File: src/rtl/digital_scan_driver_pkg.sv
// Shared constants for the seven-segment scan driver: bus map, segment codes
// and the hex-to-segment decode used by the digit pipeline.
package digital_scan_driver_pkg;

  localparam logic [31:0] DISPLAY_ADDRESS = 32'h40000018;
  localparam logic [31:0] CTRL_ADDRESS    = 32'h4000001C;

  // Anodes and segments are active-low, so all-ones is a dark display.
  localparam logic [11:0] DIG_OFF = 12'hFFF;

  // Active-high {g,f,e,d,c,b,a}.
  localparam logic [6:0] SEG_0 = 7'h3F;
  localparam logic [6:0] SEG_1 = 7'h06;
  localparam logic [6:0] SEG_2 = 7'h5B;
  localparam logic [6:0] SEG_3 = 7'h4F;
  localparam logic [6:0] SEG_4 = 7'h66;
  localparam logic [6:0] SEG_5 = 7'h6D;
  localparam logic [6:0] SEG_6 = 7'h7D;
  localparam logic [6:0] SEG_7 = 7'h07;
  localparam logic [6:0] SEG_8 = 7'h7F;
  localparam logic [6:0] SEG_9 = 7'h6F;
  localparam logic [6:0] SEG_A = 7'h77;
  localparam logic [6:0] SEG_B = 7'h7C;
  localparam logic [6:0] SEG_C = 7'h39;
  localparam logic [6:0] SEG_D = 7'h5E;
  localparam logic [6:0] SEG_E = 7'h79;
  localparam logic [6:0] SEG_F = 7'h71;

  function automatic logic [6:0] hex7(input logic [3:0] nib);
    case (nib)
      4'h0: hex7 = SEG_0;
      4'h1: hex7 = SEG_1;
      4'h2: hex7 = SEG_2;
      4'h3: hex7 = SEG_3;
      4'h4: hex7 = SEG_4;
      4'h5: hex7 = SEG_5;
      4'h6: hex7 = SEG_6;
      4'h7: hex7 = SEG_7;
      4'h8: hex7 = SEG_8;
      4'h9: hex7 = SEG_9;
      4'hA: hex7 = SEG_A;
      4'hB: hex7 = SEG_B;
      4'hC: hex7 = SEG_C;
      4'hD: hex7 = SEG_D;
      4'hE: hex7 = SEG_E;
      default: hex7 = SEG_F;
    endcase
  endfunction

endpackage

File: src/rtl/digital_scan_driver_hex_to_seg7.sv
// Combinational nibble to active-high seven-segment decode.
module hex_to_seg7
  import digital_scan_driver_pkg::*;
(
  input  logic [3:0] i_nib,
  output logic [6:0] o_seg
);

  assign o_seg = hex7(i_nib);

endmodule

File: src/rtl/digital_scan_driver.sv
// Memory-mapped 4-digit seven-segment scan controller with staged registers
// that only reach the display at frame boundaries while scanning.
module digital_scan_driver
  import digital_scan_driver_pkg::*;
#(
  parameter logic [31:0] CLKS_PER_DIGIT = 32'd10000
) (
  input  logic        clk,
  input  logic        reset,
  input  logic [31:0] i_address,
  input  logic        i_control_read,
  input  logic        i_control_write,
  input  logic [31:0] i_control_write_data,
  output logic [31:0] o_control_read_data,
  output logic [11:0] o_digital,
  output logic        o_frame_done
);

  localparam int CW = $clog2(CLKS_PER_DIGIT);
  localparam logic [CW-1:0] CNT_MAX = CW'(CLKS_PER_DIGIT - 32'd1);

  logic [15:0]   r_stg_val, r_act_val;
  logic [3:0]    r_stg_dp, r_act_dp;
  logic [3:0]    r_stg_blank, r_act_blank;
  logic          r_en;
  logic [CW-1:0] r_cnt;
  logic [1:0]    r_idx;
  logic [11:0]   r_digital;
  logic          r_frame_done;

  logic        w_wr_disp, w_wr_ctrl, w_tick, w_wrap;
  logic [3:0]  w_nib;
  logic [6:0]  w_seg;
  logic [31:0] w_rd_data;
  logic        w_unused_wdata;

  assign w_wr_disp = i_control_write && (i_address == DISPLAY_ADDRESS);
  assign w_wr_ctrl = i_control_write && (i_address == CTRL_ADDRESS);
  assign w_tick    = (r_cnt == CNT_MAX);
  assign w_wrap    = r_en && w_tick && (r_idx == 2'd3);
  assign w_nib     = r_act_val[{r_idx, 2'b00} +: 4];
  assign w_unused_wdata = ^i_control_write_data[31:16];

  hex_to_seg7 u_dec (
    .i_nib (w_nib),
    .o_seg (w_seg)
  );

  always_ff @(posedge clk) begin
    if (reset) begin
      r_stg_val    <= '0;
      r_stg_dp     <= '0;
      r_stg_blank  <= '0;
      r_en         <= 1'b0;
      r_act_val    <= '0;
      r_act_dp     <= '0;
      r_act_blank  <= '0;
      r_cnt        <= '0;
      r_idx        <= '0;
      r_digital    <= DIG_OFF;
      r_frame_done <= 1'b0;
    end else begin
      if (w_wr_disp) r_stg_val <= i_control_write_data[15:0];
      if (w_wr_ctrl) {r_stg_blank, r_stg_dp, r_en} <= i_control_write_data[8:0];

      // Staged copy uses pre-edge contents, so a write on the wrap edge waits a frame.
      if (!r_en || w_wrap) begin
        r_act_val   <= r_stg_val;
        r_act_dp    <= r_stg_dp;
        r_act_blank <= r_stg_blank;
      end

      if (!r_en) begin
        r_cnt <= '0;
        r_idx <= '0;
      end else if (w_tick) begin
        r_cnt <= '0;
        r_idx <= r_idx + 2'd1;
      end else begin
        r_cnt <= r_cnt + 1'b1;
      end

      r_frame_done <= w_wrap;

      if (!r_en || r_act_blank[r_idx])
        r_digital <= DIG_OFF;
      else
        r_digital <= {~(4'b0001 << r_idx), ~{r_act_dp[r_idx], w_seg}};
    end
  end

  always_comb begin
    w_rd_data = '0;
    if (!reset && i_control_read) begin
      if (i_address == DISPLAY_ADDRESS)
        w_rd_data = {16'b0, r_stg_val};
      else if (i_address == CTRL_ADDRESS)
        w_rd_data = {23'b0, r_stg_blank, r_stg_dp, r_en};
    end
  end

  assign o_control_read_data = w_rd_data;
  assign o_digital           = r_digital;
  assign o_frame_done        = r_frame_done;

endmodule
File: config.mk
export PLATFORM = sky130hd
export DESIGN_NAME = digital_scan_driver
export DESIGN_NICKNAME = d
export VERILOG_FILES = /design/src/rtl/digital_scan_driver_pkg.sv /design/src/rtl/digital_scan_driver_hex_to_seg7.sv /design/src/rtl/digital_scan_driver.sv
export SDC_FILE = /design/constraint.sdc
export NUM_CORES = 1
export LEC_CHECK = 0
export ABC_AREA = 1
export CAP_MARGIN = 25
export CORE_UTILIZATION = 49
export CTS_CLUSTER_SIZE = 10
export DETAILED_ROUTE_END_ITERATION = 7
export GPL_ROUTABILITY_DRIVEN = 0
export PLACE_DENSITY = 0.8
export SYNTH_ARGS = -nofsm -noshare
export SYNTH_HDL_FRONTEND = slang
export SYNTH_SLANG_ARGS = --single-unit
File: constraint.sdc
create_clock -name clk -period 1.95 [get_ports clk]
set_clock_uncertainty 0.1 [all_clocks]
set_input_delay 0.195 -clock clk [delete_from_list [all_inputs] [get_ports clk]]
set_output_delay 0.195 -clock clk [all_outputs]
set_load 0.1 [all_outputs]
==> metrics list, run 1 <==
* Outcome: complete, no violations
* Effective utilization at floorplan: 0.504
- The most critical setup path has its endpoint at o_control_read_data[12].
- Num rows: 34
- In the final design database the tool counted 841 nets.
- Maximum net fanout on the critical path: 7
* Worst-path clk slew: 0.08 ns
- The share of total power dissipated in the clock network is 0.417.
- Initial antenna violation count: 0
* Global router's overall resource usage: 0.241
- Dividing the detail-routed wire length by the instance count gives 12.5 um.
* Number of routed nets with antenna violations: 0
- Cell accounting for the most synthesized area: dfxtp_1
- In this run, the number of DRC markers left after iteration 0 of detailed routing was 326.
- Capture point of the worst reg-to-reg path: o_digital[3]$_SDFF_PP1_
* Synthesis Warnings: 0
- The final count of hold timing violations was 0.
- Post-synthesis instance total: 670
* Final-report setup violation count: 0
* Post-route DRC violation count: 0
- CTS tree: built
* Clock buffers created by TritonCTS: 9
* Util after Layout: 0.684
- VDD sags by at most 0.320 mV.
- Clock latency at the later pin of the worst-skew pair: 0.35 ns
- In this run the worst hold path is classified as flip-flop to flip-flop.
* Total Die Area: 0.00931 mm2
- Largest net degree at the start of global routing: 51
* Max Cap Viol: 0
- Input and output buffers added on the ports amount to 80.
- The analysis attributes to cell leakage a power of 0.00264 uW.
- Bufs on Longest Clock Path: 2
- Die boundary height: 96.5 um
- Pwr dens: 560 mW/mm2
- Compared with the post-synthesis result, the final layout area differs by 35.6%.
* Clock root buffer master: clkbuf_8
- Clock tree synthesis found a total of 78 sinks.
- Cell area after technology mapping: 0.00437 mm2
- Total Routed Length: 10900 um
* Reg2Reg Launch Point: r_idx[0]$_SDFFE_PP0N_
- I/O pin total: 113
- Of the total power, combinational logic draws 0.104.
- Summed over all nets, the half-perimeter wirelength after detailed placement is 7490 um.
- Critical path arrival: 1.59 ns
- The netlist uses 31 different library cells.
* WP data required: 1.65 ns
* F_max: 532 MHz
- NetSw: 869 uW
- Summing over every cut layer, the via total after detailed routing is 4408.
- In the final layout, the multi-input gates occupy 0.00257 mm2.
* Crit share post-route: 0.965
- Register-to-Register Setup Slack: 0.12 ns
- The worst setup path is launched from a primary input.
* Overall overflow remaining after global route: 0
- Mean instance size in the synthesized netlist: 6.53 um2
- R2r worst-path depth: 9
- Core region area: 0.00868 mm2
- The H-tree was split into 3 levels.
* CP endpoint kind: output pin
* Vias per Instance: 5.04
* Share of the yosys chip area belonging to registers: 0.357
* Number of filler instances in the final layout: 731
- The number of max-slew violations in the final report was 0.
- By startpoint and endpoint, the worst setup path is classified as primary input to output pin.
* Timing startpoint of the critical path: i_address[15]
- Counting flops and latches in the post-synthesis netlist gives 78.
* Area share of the leading cell type in the synthesized netlist: 0.357
* Share of total power consumed by net switching: 0.261
- Biggest area contributors in the synthesized netlist: dfxtp_1, nand2_1, nor2_1
- The first detailed-routing pass took 5 iterations.
* Proportion of layout cells with a drive suffix above 1: 0.236
- Global-route wire length before repair: 17700 um
- Shortest clock period the worst path allows after layout: 1.88 ns
* Die X-Extent: 96.5 um
* Number of global-route vias before repair: 4043
- The share of total power dissipated in sequential elements is 0.479.
- Post-layout total power: 3320 uW
- FF+latch area: 0.00156 mm2
- Pint: 2450 uW
- The repair_antennas step left the layout with diodes totalling 0.
power groups by stage:
stage	registers, uW	logic, uW	clock network (uW)
4_1_cts	1590	349	1400
3_5_place_dp	1630	363	0
5_1_grt	1590	370	1470
6_report	1590	346	1380
2_1_floorplan	1630	254	0
3_3_place_gp	1630	357	0
logic make-up after synthesis:
logic type      synth area share
simple gates               0.347
xor+xnor                 0.00601
other cells             0.000857
flops                      0.357
compound gates             0.114
fa+ha+maj                 0.0315
buf+inv                    0.144
stage by stage:
step                cells  setup WS, ns  hold slack (ns)  area (um2)  setup TNS [ns]
finish                875        0.0685            0.367        5930               0
global route          875       -0.0132            0.394        5930         -0.0237
CTS                   871      0.000839            0.359        5990               0
detailed placement    847        -0.353            0.344        5620           -5.09
global placement      847        -0.253            0.331        5620           -3.82
floorplan             685        -0.126            0.167        4650          -0.542
metal layers:
layer  share of wire  GRT usage  vias up  routed length [um]
met4           0.017     0.0748        0                 189
li1                -          -     2252                   -
met2            0.50      0.425      159                5420
met3           0.063     0.0509       21                 686
met1            0.42      0.293     1976                4630
met5               0          0        -                   0
critical path, cell delays in order:
cell,delay [ns]
clkbuf_2,0.09
nor2_2,0.15
nand2_2,0.10
nor2_4,0.14
nand2_4,0.11
nor2_8,0.21
clkinv_8,0.12
nor3b_4,0.26
buf_12,0.21
synth_stat cells:
master,number
nor2_4,3
nor3b_1,7
buf_4,18
nor2_8,1
clkinv_1,1
inv_1,85
or2_2,2
o21ai_0,15
nand4_1,4
clkbuf_1,6
nor2_1,118
o221ai_1,1
o211ai_1,3
xor2_1,3
a21bo_2,1
a21oi_2,10
dfxtp_1,78
nand3_1,69
nand2_1,136
nor2_2,3
nand3_2,1
inv_2,4
buf_1,7
ha_1,11
buf_6,5
a21oi_1,58
nor3_1,4
nand2_2,4
a31oi_1,1
conb_1,1
buf_2,10
cell type report:
| class | instances | share of cell area |
|---|---|---|
| multi-input combinational | 472 | 0.433 |
| sequential | 78 | 0.263 |
| timing repair buffer | 111 | 0.183 |
| inverter | 90 | 0.0591 |
| clock buffer | 10 | 0.0232 |
| tap | 108 | 0.0228 |
| clock inverter | 6 | 0.0158 |
repair_timing:
action | in CTS | in global routing
pin swaps | 40 | 33
gates resized for setup | 76 | 61
setup buffers | 7 | 4
gates cloned | 1 | 0
hold buffers | 0 | 0
endpoints found under the setup margin | 16 | 20
state kept, by name, indices dropped and copies added (netlist names):
name and flops:
r_stg_blank 4, r_act_dp 4, r_idx 2, r_stg_dp 4, o_digital 12, r_act_val 16, o_frame_done 1, r_act_blank 4
r_en 1, r_cnt 14, r_stg_val 16
placed cells by master, fill, tap and decap left out, types with 10 or more instances in the layout:
master / count
nand2_1: 122
ha_1: 11
dfxtp_1: 78
o21ai_0: 15
nand3_1: 69
nor2_1: 105
clkbuf_2: 31
conb_1: 16
buf_4: 36
nor2_2: 11
inv_1: 85
clkbuf_8: 10
buf_12: 22
a21oi_2: 10
a21oi_1: 49
clkdlybuf4s50_1: 19
worst min-delay path by stage:
stage	depth (start not counted)	slack, ns	startpoint	to
6_report	1	0.37	r_cnt[0]$_SDFF_PP0_	r_cnt[0]$_SDFF_PP0_
5_1_grt	1	0.39	r_cnt[0]$_SDFF_PP0_	r_cnt[0]$_SDFF_PP0_
4_1_cts	5	0.36	i_control_write_data[13]	r_stg_val[13]$_SDFFE_PP0P_
3_5_place_dp	1	0.34	r_cnt[0]$_SDFF_PP0_	r_cnt[0]$_SDFF_PP0_
3_3_place_gp	1	0.33	r_cnt[0]$_SDFF_PP0_	r_cnt[0]$_SDFF_PP0_
2_1_floorplan	1	0.17	reset	o_frame_done$_SDFF_PP0_
(Power assumes the default switching activity.)
==> inputs of run 2 (changes only) <==
--- a/config.mk
+++ b/config.mk
@@ -11,6 +11,7 @@
 export CTS_CLUSTER_SIZE = 10
 export DETAILED_ROUTE_END_ITERATION = 7
 export GPL_ROUTABILITY_DRIVEN = 0
+export GPL_TIMING_DRIVEN = 0
 export PLACE_DENSITY = 0.8
 export SYNTH_ARGS = -nofsm -noshare
 export SYNTH_HDL_FRONTEND = slang
==> run 2 against run 1 <==
  * Via count is 5.4% higher
  * Critical endpoint is now o_control_read_data[2]
  * Sequential power hardly changed
  * Wire length is 9.7% higher
==> metrics list, run 2 (same netlist as run 1, synthesis figures left out) <==
- Max Cap Viol: 0 (unchanged)
- The worst pin sits at a relative slew slack of 0.363.
- Routed wire length on met2: 6050 um (+12%)
- Global-route wire length before repair: 18900 um (+6.9%)
- CTS tree: built
- Hold path startpoint: reset
* Clock latency at the later pin of the worst-skew pair: 0.35 ns (about the same)
- Leaving out fill and tap cells, the most frequent cells in the layout are nand2_1, nor2_1, inv_1.
- The critical path is of the primary input to output pin type.
- In the final layout, the registers with the most flip-flops are r_act_val x16, r_stg_val x16, r_cnt x14.
* Iter 0 DRT Violations: 183 (-44%)
- CP endpoint kind: output pin
* Most common library cell in the layout ignoring fill and taps: nand2_1
- The worst slack at placement was -1.32 ns (-0.968 ns).
- Antenna Diode Count: 0 (unchanged)
- Pwr dens: 520 mW/mm2 (-7.2%)
- The area of the core is 0.00868 mm2 (unchanged).
- Clock root buffer master: clkbuf_8
* Leakage: 0.00282 uW (+6.9%)
- Area of placed instances: 0.00557 mm2 (-0.82%)
- Total Routed Length: 12000 um (+9.7%)
- Post-route DRC violation count: 0 (unchanged)
* WP data required: 1.65 ns (about the same)
* Maximum net fanout on the critical path: 5 (-2)
- Proportion of layout cells with a drive suffix above 1: 0.250 (+0.0143)
- Avg WL per Cell: 13.1 um (+4.9%)
* Largest net degree at the start of global routing: 19 (-63%)
* I/O pin total: 113 (unchanged)
- The final count of hold timing violations came to 0 (unchanged).
* Post-route cell area: 0.00613 mm2 (+3.3%)
- The worst register-to-register path ends at o_digital[3]$_SDFF_PP1_.
- Total Die Area: 0.00931 mm2 (unchanged)
- Total via count after detailed routing: 4647 (+5.4%)
- The number of buffer cells added on primary ports was 79 (-1.3%).
- Worst-case setup margin in the final layout: 0.0610 ns (-0.00752 ns)
- Effective utilization at floorplan: 0.504 (unchanged)
* Hold Path Stages: 2 (+1)
- The number of H-tree levels was 3 (unchanged).
- Final-report setup violation count: 0 (unchanged)
- Worst hold slack across all endpoints: 0.193 ns (-0.174 ns)
- Worst-path cell chain: clkbuf_2 > nor2_1 > nand2_1 > nor2_2 > nand2_2 > buf_6 > nor2_4 > buf_6 > nand2_1 > a21oi_4 > buf_12
- Count of nets after finishing: 882 (+4.9%)
- The via count of the first global-routing pass came to 4410 (+9.1%).
- The number of buffers added by the clock tree synthesis step came to 9 (unchanged).
* HP Class: primary input to flip-flop
- Largest voltage drop on the vdd net: 0.377 mV (+18%)
* Overall overflow remaining after global route: 0 (unchanged)
- The signal arrival time at the worst endpoint came to 1.59 ns (about the same).
- Shortest clock period the worst path allows after layout: 1.89 ns (+0.00752 ns)
- The floorplan die height was 96.5 um (unchanged).
- In this design, the largest share of critical-path delay is due to simple AND/OR/NAND/NOR gates.
- The maximum frequency from static timing analysis came to 529 MHz (-0.40%).
- Vias per Instance: 5.08 (+0.81%)
- The number of max-slew violations in the final report is 0 (unchanged).
- The length of routed wiring on met1 is 4860 um (+5.1%).
- DR top layer: met4
- Global router's overall resource usage: 0.264 (+0.0224)
- Register-to-Register Setup Slack: 0.11 ns (about the same)
* Kind of launch point of the worst setup path: primary input
- Critical path's largest stage delay: 0.19 ns (-0.07 ns)
* Reg2Reg Launch Point: r_idx[1]$_SDFFE_PP0N_
* Hold Crit Endpoint: o_frame_done$_SDFF_PP0_
- Number of routed nets with antenna violations: 0 (unchanged)
* Outcome: complete, no violations
- Die X-Extent: 96.5 um (unchanged)
* Metal3 WL: 735 um (+7.1%)
- Bufs on Longest Clock Path: 2 (unchanged)
- The logic depth of the worst register-to-register path was 8 (-1).
- The detailed placement HPWL came to 8320 um (+11%).
- The period utilization is 0.969 (+0.00386).
- The total power after layout was 3190 uW (-4.1%).
* Relative area change from synthesis to final layout: 40.1%
- Hold-fix buffer count after cts: 0 (unchanged)
* Sink count of the clock tree: 78 (unchanged)
- The count of standard-cell rows is 34 (unchanged).
- Initial antenna violation count: 0 (unchanged)
* Number of buffers and inverters on the critical path: 4 (+1)
- The number of fill cells in the layout is 713 (-2.5%).
* Number of detailed-routing iterations run before antenna repair: 4 (-1)
* Worst-Margin Slew: 0.960 ns
- The slowest stage of the critical path is the buf_12 cell.
* Worst-path clk slew: 0.08 ns (about the same)
[run 2: changes by cell type in the layout (fill, tap and decap cells not counted), moves of 7 or more]
cell | before | now
buf_12 | 22 | 13
buf_1 | 0 | 7
dlygate4sd2_1 | 0 | 14
buf_4 | 36 | 43
buf_2 | 1 | 12
buf_6 | 2 | 11
[run 2: worst reg2reg max path, cell delays in order (launching register included)]
cell and delay (ns):
dfxtp_2 0.47, clkinvlp_4 0.19, o211ai_1 0.14, nand2_2 0.14, inv_1 0.13, ha_1 0.25, o21ai_0 0.19, nand2_1 0.09
nand3_1 0.10
[run 2: area by class of cell]
class | instances | area, um2 | area share
Multi-Input combinational cell | 471 | 2590 | 0.423
Sequential cell | 78 | 1560 | 0.255
Timing Repair Buffer | 109 | 1000 | 0.164
Inverter | 90 | 352 | 0.0574
Buffer | 44 | 295 | 0.0482
Clock buffer | 11 | 141 | 0.0231
Tap cell | 108 | 135 | 0.0220
Clock inverter | 4 | 47.5 | 0.00776
[run 2: how the worst max path moves through the flow]
| stage | start | end | slack, ns | cells past startpoint |
|---|---|---|---|---|
| 6_report | i_address[17] | o_control_read_data[2] | 0.06 | 11 |
| 4_1_cts | i_address[23] | o_control_read_data[2] | 0.002 | 11 |
| 5_1_grt | i_address[30] | r_stg_dp[0]$_SDFFE_PP0P_ | -0.01 | 16 |
| 2_1_floorplan | reset | o_control_read_data[12] | -0.13 | 4 |
| 3_5_place_dp | reset | o_control_read_data[12] | -1.32 | 6 |
| 3_3_place_gp | reset | o_control_read_data[12] | -1.29 | 6 |
[run 2: stage by stage]
stage                     setup TNS (ns)  utilization  cells
final                                  0        0.706    915
after global routing             -0.0215        0.706    915
after CTS                              0        0.706    906
after detailed placement          -19.93        0.642    872
after global placement            -19.37        0.642    872
after floorplan                   -0.542            -    685
[run 2: power by group]
part	switching, uW	internal, uW
sequential	0.000000339	1590
combinational	258	127
clock	595	616
[run 2: layer usage]
metal | GRT usage | up-vias
met5 | 0 | -
met4 | 0.114 | 0
met3 | 0.0563 | 35
li1 | - | 2329
met2 | 0.480 | 188
met1 | 0.294 | 2095
[run 2: timing repair]
action                                  in CTS  in global routing
buffers inserted                            19                 10
endpoints found under the setup margin      33                 26
gates resized for setup                    246                 59
cloned                                       1                  0
pin swaps                                   38                 41
==> inputs of run 3 (changes only) <==
--- a/config.mk
+++ b/config.mk
@@ -7,12 +7,12 @@
 export LEC_CHECK = 0
 export ABC_AREA = 1
 export CAP_MARGIN = 25
-export CORE_UTILIZATION = 49
+export CORE_UTILIZATION = 53
 export CTS_CLUSTER_SIZE = 10
 export DETAILED_ROUTE_END_ITERATION = 7
 export GPL_ROUTABILITY_DRIVEN = 0
 export GPL_TIMING_DRIVEN = 0
-export PLACE_DENSITY = 0.8
+export PLACE_DENSITY = 0.86
 export SYNTH_ARGS = -nofsm -noshare
 export SYNTH_HDL_FRONTEND = slang
 export SYNTH_SLANG_ARGS = --single-unit
==> constraint.sdc (replaced) <==
create_clock -name clk -period 2.3 [get_ports clk]
set_clock_uncertainty 0.1 [all_clocks]
set_input_delay 0.23 -clock clk [delete_from_list [all_inputs] [get_ports clk]]
set_output_delay 0.23 -clock clk [all_outputs]
set_load 0.1 [all_outputs]
==> run 3 against run 2 <==
  * Via count shrank 2.6%
  * Register-to-register slack better by 0.10 ns
  * Die area shrank 7.4%
  * Core utilization grew 6.4 points
  * Non-clock buffer count shrank 21
  * Cell count fell by 2.8%
  * Global-route usage is 0.33 points lower
  * Clock-buffer cell count shrank 2
  * First-iteration DRC count up 62%
  * Cell area down 1.4%
  * Critical endpoint is now o_control_read_data[5]
  * Highest routed layer unchanged
  * Sequential share of layout area rose by 0.34 points
  * Largest cell class unchanged
  * Hold slack improved by 0.14 ns
==> metrics list, run 3 (same netlist as run 1, synthesis figures left out) <==
* Timing startpoint of the critical path: i_address[19]
- Leaving out fill and tap cells, the most frequent cell in the layout is nand2_1.
- Placed Instances: 866 (-0.69%)
- Sink count of the clock tree: 78 (unchanged)
* CP endpoint kind: output pin
- The worst-skew pair later-pin latency came to 0.36 ns (about the same).
- The combined global-route utilization of all metal layers was 0.260 (-0.00331).
* Total via count after detailed routing: 4524 (-2.6%)
- The storage element area was 0.00156 mm2 (about the same).
* Register-to-Register Setup Slack: 0.21 ns (+0.10 ns)
- Die X-Extent: 92.8 um (-3.8%)
- The number of buffers inserted by hold repair at cts is 0 (unchanged).
- Reg2Reg Launch Point: r_idx[1]$_SDFFE_PP0N_
* Post-DP HPWL: 7910 um (-4.9%)
- Area of placed instances: 0.00544 mm2 (-2.3%)
* Number of detailed-routing iterations run before antenna repair: 5 (+1)
- Number of filler instances in the final layout: 557 (-22%)
- The count of standard-cell rows is 32 (-5.9%).
* Number of buffers and inverters on the critical path: 3 (-1)
- On the critical path the largest part of the delay comes from buffers and inverters.
* Final-report setup violation count: 0 (unchanged)
- The mean routed wirelength per cell came to 13.1 um (+0.26%).
* Effective utilization at floorplan: 0.557 (+0.0534)
* Overall overflow remaining after global route: 0 (unchanged)
- In this run the clock root is driven by a clkbuf_8.
* Cell occurring most often along the worst timing path: nor2_1
* Aggregate negative setup slack: 0 ns (unchanged)
- The number of antenna violations at the first check in global routing was 0 (unchanged).
- The proportion of layout cells with a drive suffix above 1 is 0.174 (-0.0762).
- The worst setup path is launched from a primary input.
- Worst-path cell chain: clkdlybuf4s50_1 > nor2_1 > nand2_1 > nor2_1 > nand2_2 > nor2_8 > buf_6 > nand2_4 > a21oi_4 > buf_12
* Number of standard cells in the layout, taps in and fillers out: 889 (-2.8%)
- The floorplan die height is 92.8 um (-3.8%).
- Core region area: 0.00785 mm2 (-9.6%)
* Biggest registers after layout: r_act_val x16, r_stg_val x16, r_cnt x14
- The maximum vdd drop was 0.377 mV (-0.16%).
- R2r worst-path depth: 9 (+1)
- The number of H-tree levels was 3 (unchanged).
* Number of routed nets with antenna violations: 0 (unchanged)
- TritonCTS built the clock tree.
- Max Cap Viol: 0 (unchanged)
- The design area came to 0.00604 mm2 (-1.4%).
* Remaining max-slew budget at the tightest pin: 0.350 (-0.0120)
- The total wire length is 11700 um (-2.6%).
- Crit share post-route: 0.999
- Capture point of the worst reg-to-reg path: o_digital[0]$_SDFF_PP1_
- The average via count per standard cell came to 5.09 (+0.20%).
- The antenna diode instance count is 0 (unchanged).
- The number of violations reported at the end of detailed-routing iteration 0 was 297 (+62%).
- The number of buffers added by the clock tree synthesis step is 9 (unchanged).
- Count of nets after finishing: 861 (-2.4%)
* Outcome: complete, no violations
- IO buf count: 79 (unchanged)
- The power per unit of standard cell area came to 502 mW/mm2 (-3.4%).
- Maximum net fanout on the critical path: 5 (unchanged)
- Area taken by multi-input logic gates: 0.00248 mm2 (-4.2%)
* Commonest cells after routing, fill and taps aside: nand2_1, nor2_1, inv_1
- Bufs on Longest Clock Path: 2 (unchanged)
* CP endpoint: o_control_read_data[5]
- Relative area change from synthesis to final layout: 38.2%
* Largest net degree at the start of global routing: 15 (-4)
- Critical path's largest stage delay: 0.43 ns (+0.24 ns)
- The floorplan die area is 0.00862 mm2 (-7.4%).
- Logic depth of the worst setup path including buffers: 10 (-1)
- The total DRC errors in the routed layout was 0 (unchanged).
- HP Class: primary input to flip-flop
- The critical path in this run is classified as primary input to output pin.
- The number of primary I/O pins was 113 (unchanged).
* Leakage: 0.00260 uW (-7.9%)
- WP data required: 1.97 ns (+0.32 ns)
* Final hold vios: 0 (unchanged)
- Worst-Margin Slew: 0.971 ns (+0.0112 ns)
- Worst-path clk slew: 0.08 ns (about the same)
- The global-route wire length before repair came to 18000 um (-4.8%).
- Total count of max-transition violations in the final report: 0 (unchanged)
- For the finished layout, the period the worst path requires is 2.30 ns.
* Number of global-route vias before repair: 4124 (-6.5%)
* F_max: 435 MHz
- Critical path arrival: 1.97 ns (+0.38 ns)
- On the critical path, the stage with the largest delay is an instance of clkdlybuf4s50_1.
[run 3: changes by cell type in the layout (fill, tap and decap cells not counted), sizes merged, moves of 3 or more]
cell	delta
buf	-25
dlygate4sd2	-14
clkbuf	-30
bufinv	+3
clkdlybuf4s50	+41
dlymetal6s2s	+5
[run 3: worst min path at each step]
stage | startpoint | end | slack (ns) | depth (start not counted)
6_report | i_control_write | r_stg_val[5]$_SDFFE_PP0P_ | 0.33 | 4
5_1_grt | i_control_write | r_stg_val[14]$_SDFFE_PP0P_ | 0.35 | 4
4_1_cts | i_control_write | r_stg_val[11]$_SDFFE_PP0P_ | 0.30 | 4
3_5_place_dp | r_cnt[0]$_SDFF_PP0_ | r_cnt[0]$_SDFF_PP0_ | 0.34 | 1
3_3_place_gp | r_cnt[0]$_SDFF_PP0_ | r_cnt[0]$_SDFF_PP0_ | 0.33 | 1
2_1_floorplan | reset | o_frame_done$_SDFF_PP0_ | 0.20 | 1
[run 3: metal layers]
metal	share of wire	track usage	vias up
met5	0	0	-
met4	0.023	0.0859	0
met3	0.062	0.0608	30
met2	0.51	0.469	182
met1	0.41	0.301	2028
li1	-	-	2284
[run 3: timing repair]
item	in CTS	in global routing
gates resized for setup	115	65
cloned	0	1
endpoints found under the setup margin	16	16
buffers inserted	3	3
pin swaps	4	20
[run 3: stage by stage]
step / setup WS, ns / hold slack [ns] / util / total power [uW]
global route: -0.0817 / 0.350 / 0.770 / 3140
floorplan: -0.527 / 0.202 / - / 1590
global placement: -1.09 / 0.328 / 0.694 / 1690
detailed placement: -1.10 / 0.342 / 0.694 / 1700
finish: 0.00255 / 0.330 / 0.770 / 3040
CTS: 0.00284 / 0.303 / 0.734 / 3030
[run 3: worst reg2reg max path, stage by stage (launching register included)]
cell and delay, ns:
dfxtp_1 0.54, inv_1 0.25, o211ai_1 0.15, nand2_1 0.17, inv_1 0.15, ha_1 0.21
inv_1 0.06, o21ai_0 0.20, nand2_1 0.09, nand3_1 0.11
[run 3: area by class of cell]
cell class | count | share of cell area
flip-flops and latches | 78 | 0.258
plain buffers | 46 | 0.0486
clock buffers | 9 | 0.0205
inverters | 90 | 0.0567
clock inverters | 7 | 0.0240
well taps | 102 | 0.0211
multi-input cells | 471 | 0.411
repair buffers | 86 | 0.160
[run 3: power by group]
part           total [uW]  switching, uW  internal (uW)
combinational         333            213            120
clock                1350            518            837
sequential           1350    0.000000280           1350
==> variant: new RTL, flow settings as in run 1 <==
Put a register stage on the output `o_control_read_data`, with the module's reset. The value now appears one clock later. The other outputs are not delayed to match.
--- a/src/rtl/digital_scan_driver.sv
+++ b/src/rtl/digital_scan_driver.sv
@@ -101,3 +101,9 @@
 
-  assign o_control_read_data = w_rd_data;
+  always_ff @(posedge clk) begin
+    if (reset) begin
+      o_control_read_data <= '0;
+    end else begin
+      o_control_read_data <= w_rd_data;
+    end
+  end
   assign o_digital           = r_digital;
Formal check against the unedited RTL: not equivalent (a bounded check fails within 4 cycles, from zero or initial values and one cycle with reset high).
==> variant against run 1 <==
Sequential cell count grew 16; non-clock buffer count fell by 14; global-route usage decreased by 3.3 points; routed wire length decreased by 11%; via count shrank 5.3%; worst setup slack better by 100 ps; cell area is 6.5% lower; largest power group unchanged; synthesized area up 3.9%; power up 3.1%; combinational power is 2% lower; cell count shrank 3.1%; sequential share of layout area up 7.7 points; maximum frequency rose by 5.6%.
==> variant: results (changes against run 1) <==
[metrics] Fin Hold WS: 353 ps (was 367 ps)
[metrics] initial DRC count: 277 (was 326)
[metrics] clk buf depth: 2 (unchanged)
[metrics] fraction of final layout cells sized beyond drive strength 1: 12.3% (was 23.6%)
[metrics] Slew @ Worst Pin: 547 ps
[metrics] CTS-repair resized insts: 0 (was 76)
[metrics] library cell contributing the largest single delay on the critical path: sky130_fd_sc_hd__dfxtp_2 (was sky130_fd_sc_hd__nor3b_4)
[metrics] post-layout net count: 814 (was 841)
[metrics] cell count after placement: 832 (was 847)
[metrics] Max FO, Critical Path: 7 (unchanged)
[metrics] proportion of synthesized chip area in sequential cells: 41.4% (was 35.7%)
[metrics] endpoint arrival time on the critical path: 1970 ps (was 1590 ps)
[metrics] highest metal used: met4 (unchanged)
[metrics] post-CTS setup buffer count: 0 (was 7)
[metrics] worst-case vdd ir drop: 0.392 mV (was 0.320 mV)
[metrics] number of fill cells in the layout: 799 (was 731)
[metrics] leakage power summed over all cells: 0.00231 uW (was 0.00264 uW)
[metrics] H-tree depth: 3 (unchanged)
[metrics] HPWL reported at the end of detailed placement: 7020 um (was 7490 um)
[metrics] outcome: finished, final reports clean (unchanged)
[metrics] critical path type: reg -> reg (was in -> out)
[metrics] total routed wirelength: 9720 um (was 10900 um)
[metrics] Post-Place Worst Slack: 113 ps (was -353 ps)
[metrics] Routed met2 length: 4810 um (was 5420 um)
[metrics] met2 demand-to-capacity share in global routing: 35.5% (was 42.5%)
[metrics] global-route total usage across every layer: 20.8% (was 24.1%)
[metrics] leading registers by flop count: o_control_read_data x16, r_act_val x16, r_stg_val x16 (was r_act_val x16, r_stg_val x16, r_cnt x14)
[metrics] met3 track utilization from global routing: 4.37% (was 5.09%)
[metrics] met1 routing resource usage after global routing: 26.8% (was 29.3%)
[metrics] Met1 Routed Length: 4240 um (was 4630 um)
[metrics] Mean Syn Cell Area: 6.90 um^2 (was 6.53 um^2)
[metrics] commonest cells in the netlist: sky130_fd_sc_hd__nand2_1 (129), sky130_fd_sc_hd__nor2_1 (110), sky130_fd_sc_hd__dfxtp_1 (94) (was sky130_fd_sc_hd__nand2_1 (136), sky130_fd_sc_hd__nor2_1 (118), sky130_fd_sc_hd__inv_1 (85))
[metrics] longest individual stage delay on the worst path: 360 ps (was 260 ps)
[metrics] worst hold endpoint: r_cnt[0]$_SDFF_PP0_ (unchanged)
[metrics] wire length of the first global-routing pass: 16600 um (was 17700 um)
[metrics] drt first pass iters: 6 (was 5)
[metrics] r2r setup slk: 170 ps (was 120 ps)
[metrics] crit-path leading delay family: compound AO/OA/AOI/OAI gates (was simple AND/OR/NAND/NOR gates)
[metrics] Final Critical Period: 1780 ps (was 1880 ps)
[metrics] detailed-routed wire length on met3: 529 um (was 686 um)
-- variant: final cells by class --
cell class,count,share of cell area (%)
clock buffer,12,2.62
clock inverter,4,0.564
inverter,80,5.42
multi-input combinational,453,38.6
sequential,94,34.0
tap,108,2.44
timing repair buffer,97,16.3
-- variant: kinds of logic after synthesis --
logic type	Yosys count	share of synthesized area, %
simple gates	343	32.1
buf+inv	127	12.8
compound gates	79	9.88
flops	94	41.4
other cells	1	0.0825
fa+ha+maj	11	3.03
xor+xnor	4	0.771
-- variant: through the flow --
step / cell area (um^2) / util (%)
finish: 5550 / 62.7
global route: 5550 / 62.7
CTS: 5540 / 62.6
detailed placement: 5360 / 60.6
global placement: 5360 / 60.6
floorplan: 4600 / -
-- variant: power by group --
part	internal (uW)	leakage (uW)	switching (uW)	total [uW]
logic	120	0.00147	219	339
clock network	504	0.0000792	663	1170
registers	1920	0.000759	0.000000311	1920
